[src/rtl/valid_ready_pipe.sv]
`default_nettype none
// ============================================================================
//  Module   : valid_ready_pipe
//  Purpose  : Backpressure-capable pipeline delay. Carries a data word and its
//             valid qualifier through DELAY skid-buffered register slices and
//             propagates ready in the opposite direction. Every ready output
//             is registered, so no combinational path runs from o_ready to
//             i_ready. DELAY=0 degenerates to plain wires.
//  Revision : 1.0  initial release
// ============================================================================
module valid_ready_pipe #(
  parameter int DELAY = 1,
  parameter int WIDTH = 16
) (
  input  logic             clk,
  input  logic             reset_l,
  input  logic [WIDTH-1:0] i_data,
  input  logic             i_valid,
  output logic             i_ready,
  output logic [WIDTH-1:0] o_data,
  output logic             o_valid,
  input  logic             o_ready
);

  // Per-slice occupancy: EMPTY holds nothing, BUSY holds the main register,
  // FULL holds both the main and the skid register.
  typedef enum logic [1:0] {
    c_EMPTY = 2'd0,
    c_BUSY  = 2'd1,
    c_FULL  = 2'd2
  } state_t;

  generate
    if (DELAY == 0) begin : g_pass
      // Pure passthrough; clock and reset have no function here.
      logic w_unused;
      assign w_unused = clk ^ reset_l;
      assign o_data   = i_data;
      assign o_valid  = i_valid;
      assign i_ready  = o_ready;
    end else begin : g_pipe
      // Index k is the interface feeding slice k; index DELAY is the output.
      logic [DELAY:0][WIDTH-1:0] w_data;
      logic [DELAY:0]            w_valid;
      logic [DELAY:0]            w_ready;

      assign w_data[0]      = i_data;
      assign w_valid[0]     = i_valid;
      assign i_ready        = w_ready[0];
      assign o_data         = w_data[DELAY];
      assign o_valid        = w_valid[DELAY];
      assign w_ready[DELAY] = o_ready;

      for (genvar k = 0; k < DELAY; k++) begin : g_stage
        state_t           r_state;
        logic             r_valid;
        logic             r_ready;
        logic [WIDTH-1:0] r_main;
        logic [WIDTH-1:0] r_skid;
        logic             w_load;
        logic             w_drain;
        logic             w_main_en;
        logic             w_main_from_skid;
        logic             w_skid_en;

        // A word moves only where valid and ready meet on the same edge.
        assign w_load  = w_valid[k] & r_ready;
        assign w_drain = r_valid & w_ready[k+1];

        // Main reloads when it is free, when it is replaced in the same
        // cycle it drains, or when the skid word moves forward.
        assign w_main_en        = ((r_state == c_EMPTY) && w_load) ||
                                  ((r_state == c_BUSY) && w_load && w_drain) ||
                                  ((r_state == c_FULL) && w_drain);
        assign w_main_from_skid = (r_state == c_FULL);
        // The skid catches the word accepted while the output is stalled.
        assign w_skid_en        = (r_state == c_BUSY) && w_load && !w_drain;

        assign w_ready[k]   = r_ready;
        assign w_valid[k+1] = r_valid;
        assign w_data[k+1]  = r_main;

        // Slice FSM with registered valid/ready; reset overrides any transfer.
        always_ff @(posedge clk) begin
          if (!reset_l) begin
            r_state <= c_EMPTY;
            r_valid <= 1'b0;
            r_ready <= 1'b1;
          end else begin
            case (r_state)
              c_EMPTY: begin
                if (w_load) begin
                  r_state <= c_BUSY;
                  r_valid <= 1'b1;
                  r_ready <= 1'b1;
                end
              end
              c_BUSY: begin
                if (w_load && !w_drain) begin
                  r_state <= c_FULL;
                  r_valid <= 1'b1;
                  r_ready <= 1'b0;
                end else if (!w_load && w_drain) begin
                  r_state <= c_EMPTY;
                  r_valid <= 1'b0;
                  r_ready <= 1'b1;
                end
              end
              c_FULL: begin
                if (w_drain) begin
                  r_state <= c_BUSY;
                  r_valid <= 1'b1;
                  r_ready <= 1'b1;
                end
              end
              default: begin
                r_state <= c_EMPTY;
                r_valid <= 1'b0;
                r_ready <= 1'b1;
              end
            endcase
          end
        end

        // Data registers carry no reset; contents are ignored while invalid.
        always_ff @(posedge clk) begin
          if (w_main_en) begin
            r_main <= w_main_from_skid ? r_skid : w_data[k];
          end
          if (w_skid_en) begin
            r_skid <= w_data[k];
          end
        end
      end
    end
  endgenerate

endmodule
`default_nettype wire

[config.mk]
export PLATFORM = sky130hd
export DESIGN_NAME = valid_ready_pipe
export DESIGN_NICKNAME = d
export VERILOG_FILES = /design/src/rtl/valid_ready_pipe.sv
export SDC_FILE = /design/constraint.sdc
export NUM_CORES = 1
export LEC_CHECK = 0
export ABC_AREA = 1
export CAP_MARGIN = 30
export CELL_PAD_IN_SITES_DETAIL_PLACEMENT = 0
export CELL_PAD_IN_SITES_GLOBAL_PLACEMENT = 2
export CORE_UTILIZATION = 27
export DETAILED_ROUTE_END_ITERATION = 16
export GPL_TIMING_DRIVEN = 0
export PLACE_DENSITY = 0.8
export RECOVER_POWER = 25
export SYNTH_ARGS = -nofsm -noshare
export SYNTH_HDL_FRONTEND = slang
export SYNTH_SLANG_ARGS = --single-unit
[constraint.sdc]
create_clock -name clk -period 1.3 [get_ports clk]
set_input_delay 0.26 -clock clk [delete_from_list [all_inputs] [get_ports clk]]
set_output_delay 0.26 -clock clk [all_outputs]
set_load 0.01 [all_outputs]
Yosys cells after proc, flatten, opt, wreduce, memory -nomap -nowiden --
Cells that the tools add are included. Widths: inputs -> output; s select.
Storage, ports and cells: output and inout port bits 18, bits in registers 36, word-level logic and storage cells 39, input port bits 20
Cells by class: equality and inequality tests 5, reductions and logical operators 13, muxes and demuxes 14, bitwise operators 2
Operators with widths (count):
- $mux 16 | 1
- $mux 2 | 4
- $logic_and 1x1->1 | 7
- $mux 1 | 6
- $pmux 1 s3 | 2
- $pmux 2 s3 | 1
- $ne 2x2->1 const B | 2
- $ne 3x1->1 const B | 1
- $reduce_and 3->1 | 1
- $and 1x1->1 | 2
- $eq 2x1->1 const B | 1
- $eq 2x2->1 const B | 1
- $logic_not 1->1 | 2
- $logic_not 2->1 | 1
- $logic_or 1x1->1 | 2

Depth between registers and ports, before layout --
word-level depth 6, gate-level depth with buffers 8, depth with buffers taken out 8

Worst setup path after synthesis --
OpenSTA, ideal clock, no wires.
path type flip-flop to flip-flop, start point register g_pipe.g_stage[0].r_ready (netlist: i_ready), end point register g_pipe.g_stage[0].r_skid[0], enable pin, stages on the path, launching flop included 5, slack -0.092 ns, data arrival time 1.028 ns, path buffers 0, clock period less this slack 1.392 ns, setup time 0.364 ns, path through dfxtp_1 > nand3_1 > nor2_1 > nand2_1 > inv_1
Between the ends: word-level cells in the longest chain between the ends 3
RTL lines:
- from (decl) | line 57 | logic r_ready;
- from (signal assigned) | line 88 | r_ready <= 1'b1;
- from (signal assigned) | line 95 | r_ready <= 1'b1;
- from (signal assigned) | line 102 | r_ready <= 1'b0;
- $and 1x1->1 | line 67 | assign w_load = w_valid[k] & r_ready;
- $logic_and 1x1->1 (2 in series) | line 77 | assign w_skid_en = (r_state == c_BUSY) && w_load && !w_drain;
- via g_pipe.g_stage[0].w_skid_en | line 64 | logic w_skid_en;
- to (signal assigned) | line 131 | r_skid <= w_data[k];
- to (decl) | line 59 | logic [WIDTH-1:0] r_skid;
The timed path passes the listed nets, and every way through them passes these cells. A chain may end at the register's enable or synchronous reset.

Worst setup path after layout --
start point input o_ready, end point register g_pipe.g_stage[0].r_main[12] (netlist: o_data[12]), enable pin
Between the ends: word-level cells in the longest chain between the ends 4, elaborated cells on any way between the ends 5, those cells by class bitwise (1); reduce/logical (4)
RTL lines:
- from (decl) | line 22 | input logic o_ready
- $and 1x1->1 * | line 68 | assign w_drain = r_valid & w_ready[k+1];
- $logic_and 1x1->1 | line 73 | ((r_state == c_BUSY) && w_load && w_drain) ||
- $logic_or 1x1->1 | line 72 | assign w_main_en = ((r_state == c_EMPTY) && w_load) ||
- $logic_or 1x1->1 * | line 73
- via g_pipe.g_stage[0].w_main_en | line 62 | logic w_main_en;
- to (signal assigned) | line 128 | r_main <= w_main_from_skid ? r_skid : w_data[k];
- to (decl) | line 58 | logic [WIDTH-1:0] r_main;
Mark *: on every way through the listed nets, which the timed path passes. The rest lies on a longest branch.

==> summary.md <==
| Metric | Value |
|---|---|
| FP Rows | `25` |
| Die H | `74.1 um` |
| GPL Wtd Cong | `0.749` |
| Final wirelength | `2.93 mm` |
| Mapped Nets | `approximately 140` |
| Critical Path Slowest Stage Cell | `clkdlybuf4s50_1` |
| Ant diodes | `0` |
| Detail Route Antenna Nets | `0` |
| Lkg Pwr | `between 0.0008 and 0.0009 uW` |
| Total length of routed met3 wires | `153 um` |
| Largest vdd supply drop | `0.552 mV` |
| Critical path cell sequence | `clkdlybuf4s50_1 > nand2_2 > nand2_1 > o21ai_2 > bufinv_8` |
| Vias in the first global route | `1030` |
| Drt via density | `4.18` |
| Cell area after layout | `2010 um^2` |
| TritonCTS Buffers | `5` |
| Die Span X | `74.1 um` |
| Top delay family on crit path | `buffers and inverters` |
| Sw Ratio | `0.275` |
| Setup Skew | `0.00737 ns` |
| Seq/Total Area, Yosys | `0.741` |
| Power share of the clock group | `0.256` |
| Clk Latency, worst-skew pair | `0.28 ns` |
| H-tree Lvls | `2` |
| Slew HR | `0.819` |
| CTS Root Cell | `clkbuf_8` |
| Share of cells above drive strength 1 | `0.180` |
| Worst EP required | `1.30 ns` |
| Synth Cell Area | `1410 um^2` |
| First-pass GRT wire length | `approximately 4.8 mm` |
| TritonCTS clock tree | `built` |
| DIE AREA | `between 5000 and 6000 um^2` |
| Psw | `813 uW` |
| Placed cell area | `1860 um^2` |
| Total GRT Usage | `0.119` |
| Clock sinks | `36` |
| Sequential fraction of design power | `0.521` |
| Worst-case clock buffer depth | `2` |
| Max-cap violations | `0` |
| I/O Buffers | `37` |
| Hold Vio Cnt, Final | `0` |
| Status | `finished, final reports clean` |
| Worst slew pin tran | `between 0.2 and 0.3 ns` |
| IO Count | `38` |
| Initial antenna violation count | `0` |
| Worst Path Max Fanout | `8` |
| Metal1 wirelength | `1.38 mm` |
| Fmax | `approximately 0.80 GHz` |
| Initial DRC count | `between 60 and 70` |
| Nets | `between 150 and 200` |
| WS Path Type | `in -> reg` |
| Final worst path period share | `0.964` |
| Yosys warns | `0` |
| Fin crit period | `1.25 ns` |
| Initial cell density of the core | `0.288` |
| P_int | `2140 uW` |
| Total number of vias | `1000` |
| Area grow syn2layout | `43.2%` |
| Power per Cell Area | `1470 nW/um^2` |
| Yosys reg bits | `36` |
| Largest net degree at the start of global routing | `17` |
| Cells after Synth | `122` |
| Met2 wire length | `1.38 mm` |
| Hold Slack | `0.339 ns` |
| Setup crit start kind | `input pin` |
| Final setup viols | `0` |
| Drt pass-1 iters | `4` |
| Final HPWL DP | `1.95 mm` |
| DR WL/cell | `12.3 um` |
| Residual DRC | `0` |
| Post-Syn Area per Cell | `11.5 um^2` |
| Max Slew Vio Count | `0` |
| Largest stage delay on the critical path | `0.47 ns` |
| CORE AREA | `slightly below 5000 um^2` |
| WP data arrival | `1.25 ns` |
| CP Capture Type | `register` |
| Buf/Inv on CP | `2` |
| Netlist cell types | `15` |
| CTS clk-pin slew, worst paths | `0.07 ns` |
| Worst min-delay path class | `in -> reg` |
| Combinational share of power | `0.223` |
| Highest layer used for signal routing | `met4` |
| Total gr overflow | `0` |
[final cells by class]
class	instances	area, um^2
Timing Repair inverter	1	5.00
Buffer	1	5.00
Tap cell	67	83.8
Clock buffer	7	76.3
Multi-Input combinational cell	76	343
Clock inverter	1	8.76
Sequential cell	36	1040
Timing Repair Buffer	42	395
Inverter	8	50.0
Fill cell	492	2870
[worst paths after layout]
path | from | to | slack, ns | cells after the start
hold reg to reg | i_ready | i_ready | 0.52 | 2
setup / recovery | o_ready | o_data[12] | 0.05 | 5
setup reg to reg | g_pipe.g_stage[0].r_state[0] | o_data[12] | 0.07 | 5
hold / removal | i_valid | g_pipe.g_stage[0].r_state[1] | 0.34 | 3
[metal layers]
metal	global-route usage	vias up
met5	0	-
met4	0.0385	0
met3	0.0474	2
met2	0.190	31
met1	0.149	468
li1	-	499
[registers in the layout, summed over array words and instances (netlist names)]
signal,flops
i_ready,1
o_valid,1
o_data,16
g_pipe.g_stage.r_skid,16
g_pipe.g_stage.r_state,2
[synth_stat cells]
cell / count / share of area
a211oi_1: 1 / 0.0053
inv_2: 3 / 0.0080
nand2_1: 58 / 0.15
o21ai_1: 2 / 0.0071
edfxtp_1: 32 / 0.68
dfxtp_1: 4 / 0.057
a21oi_1: 1 / 0.0036
nor2_1: 3 / 0.0080
inv_1: 5 / 0.013
nor2_2: 1 / 0.0045
nand2_2: 4 / 0.018
nand3_2: 1 / 0.0071
buf_2: 2 / 0.0071
nand3_1: 4 / 0.014
nor2_4: 1 / 0.0080
[cells in the final DEF (no fill, tap or decap), drive strengths merged]
cell and instances:
o21ai 2, nand2 62, edfxtp 32, bufinv 1, buf 6, clkinvlp 1, dlymetal6s2s 1, dlygate4sd2 18
a21oi 1, dfxtp 4, dlygate4sd3 16, clkinv 2, nand3 5, clkbuf 7, inv 6, a211oi 1
clkdlybuf4s50 2, nor2 5
[through the flow]
| step | setup slack [ns] | cells | setup TNS (ns) | power [uW] | utilization |
|---|---|---|---|---|---|
| global placement | -0.428 | 226 | -14.25 | 2200 | 0.382 |
| finish | 0.0471 | 239 | 0 | 2950 | 0.412 |
| CTS | -0.00967 | 238 | -0.144 | 2970 | 0.407 |
| global route | -0.0114 | 239 | -0.191 | 3130 | 0.412 |
| floorplan | 0.0412 | 122 | 0 | 1870 | - |
| detailed placement | -0.446 | 226 | -14.86 | 2220 | 0.382 |
[power by group through the flow]
stage | Clock, uW | Sequential, uW | Combinational (uW)
after CTS | 787 | 1540 | 649
after global routing | 839 | 1560 | 735
after detailed placement | 0 | 1560 | 658
final | 757 | 1540 | 658
after floorplan | 0 | 1610 | 258
after global placement | 0 | 1560 | 647
[worst reg2reg max path, cell delays in order (launching register included)]
cell and delay [ns]:
dfxtp_2 0.41, inv_2 0.08, nand2_2 0.09, nand2_1 0.08
o21ai_2 0.10, bufinv_8 0.24
[cells by family (layout without fill, tap and decap cells)]
logic type,count (synthesis),in the layout,synth area share
AOI/OAI and AO/OA,4,4,0.0160
DFF,36,36,0.741
and+or+nand+nor,72,72,0.215
buffers and inverters,10,60,0.0285
[timing repair]
item | in CTS | in global routing
endpoints found under the setup margin | 60 | 42
buffers inserted | 4 | 1
gates resized for setup | 25 | 6
pin swaps | 1 | 1
hold buffers | 0 | 0
gates cloned | 0 | 1
No activity file was read; power rests on OpenSTA's default activity.
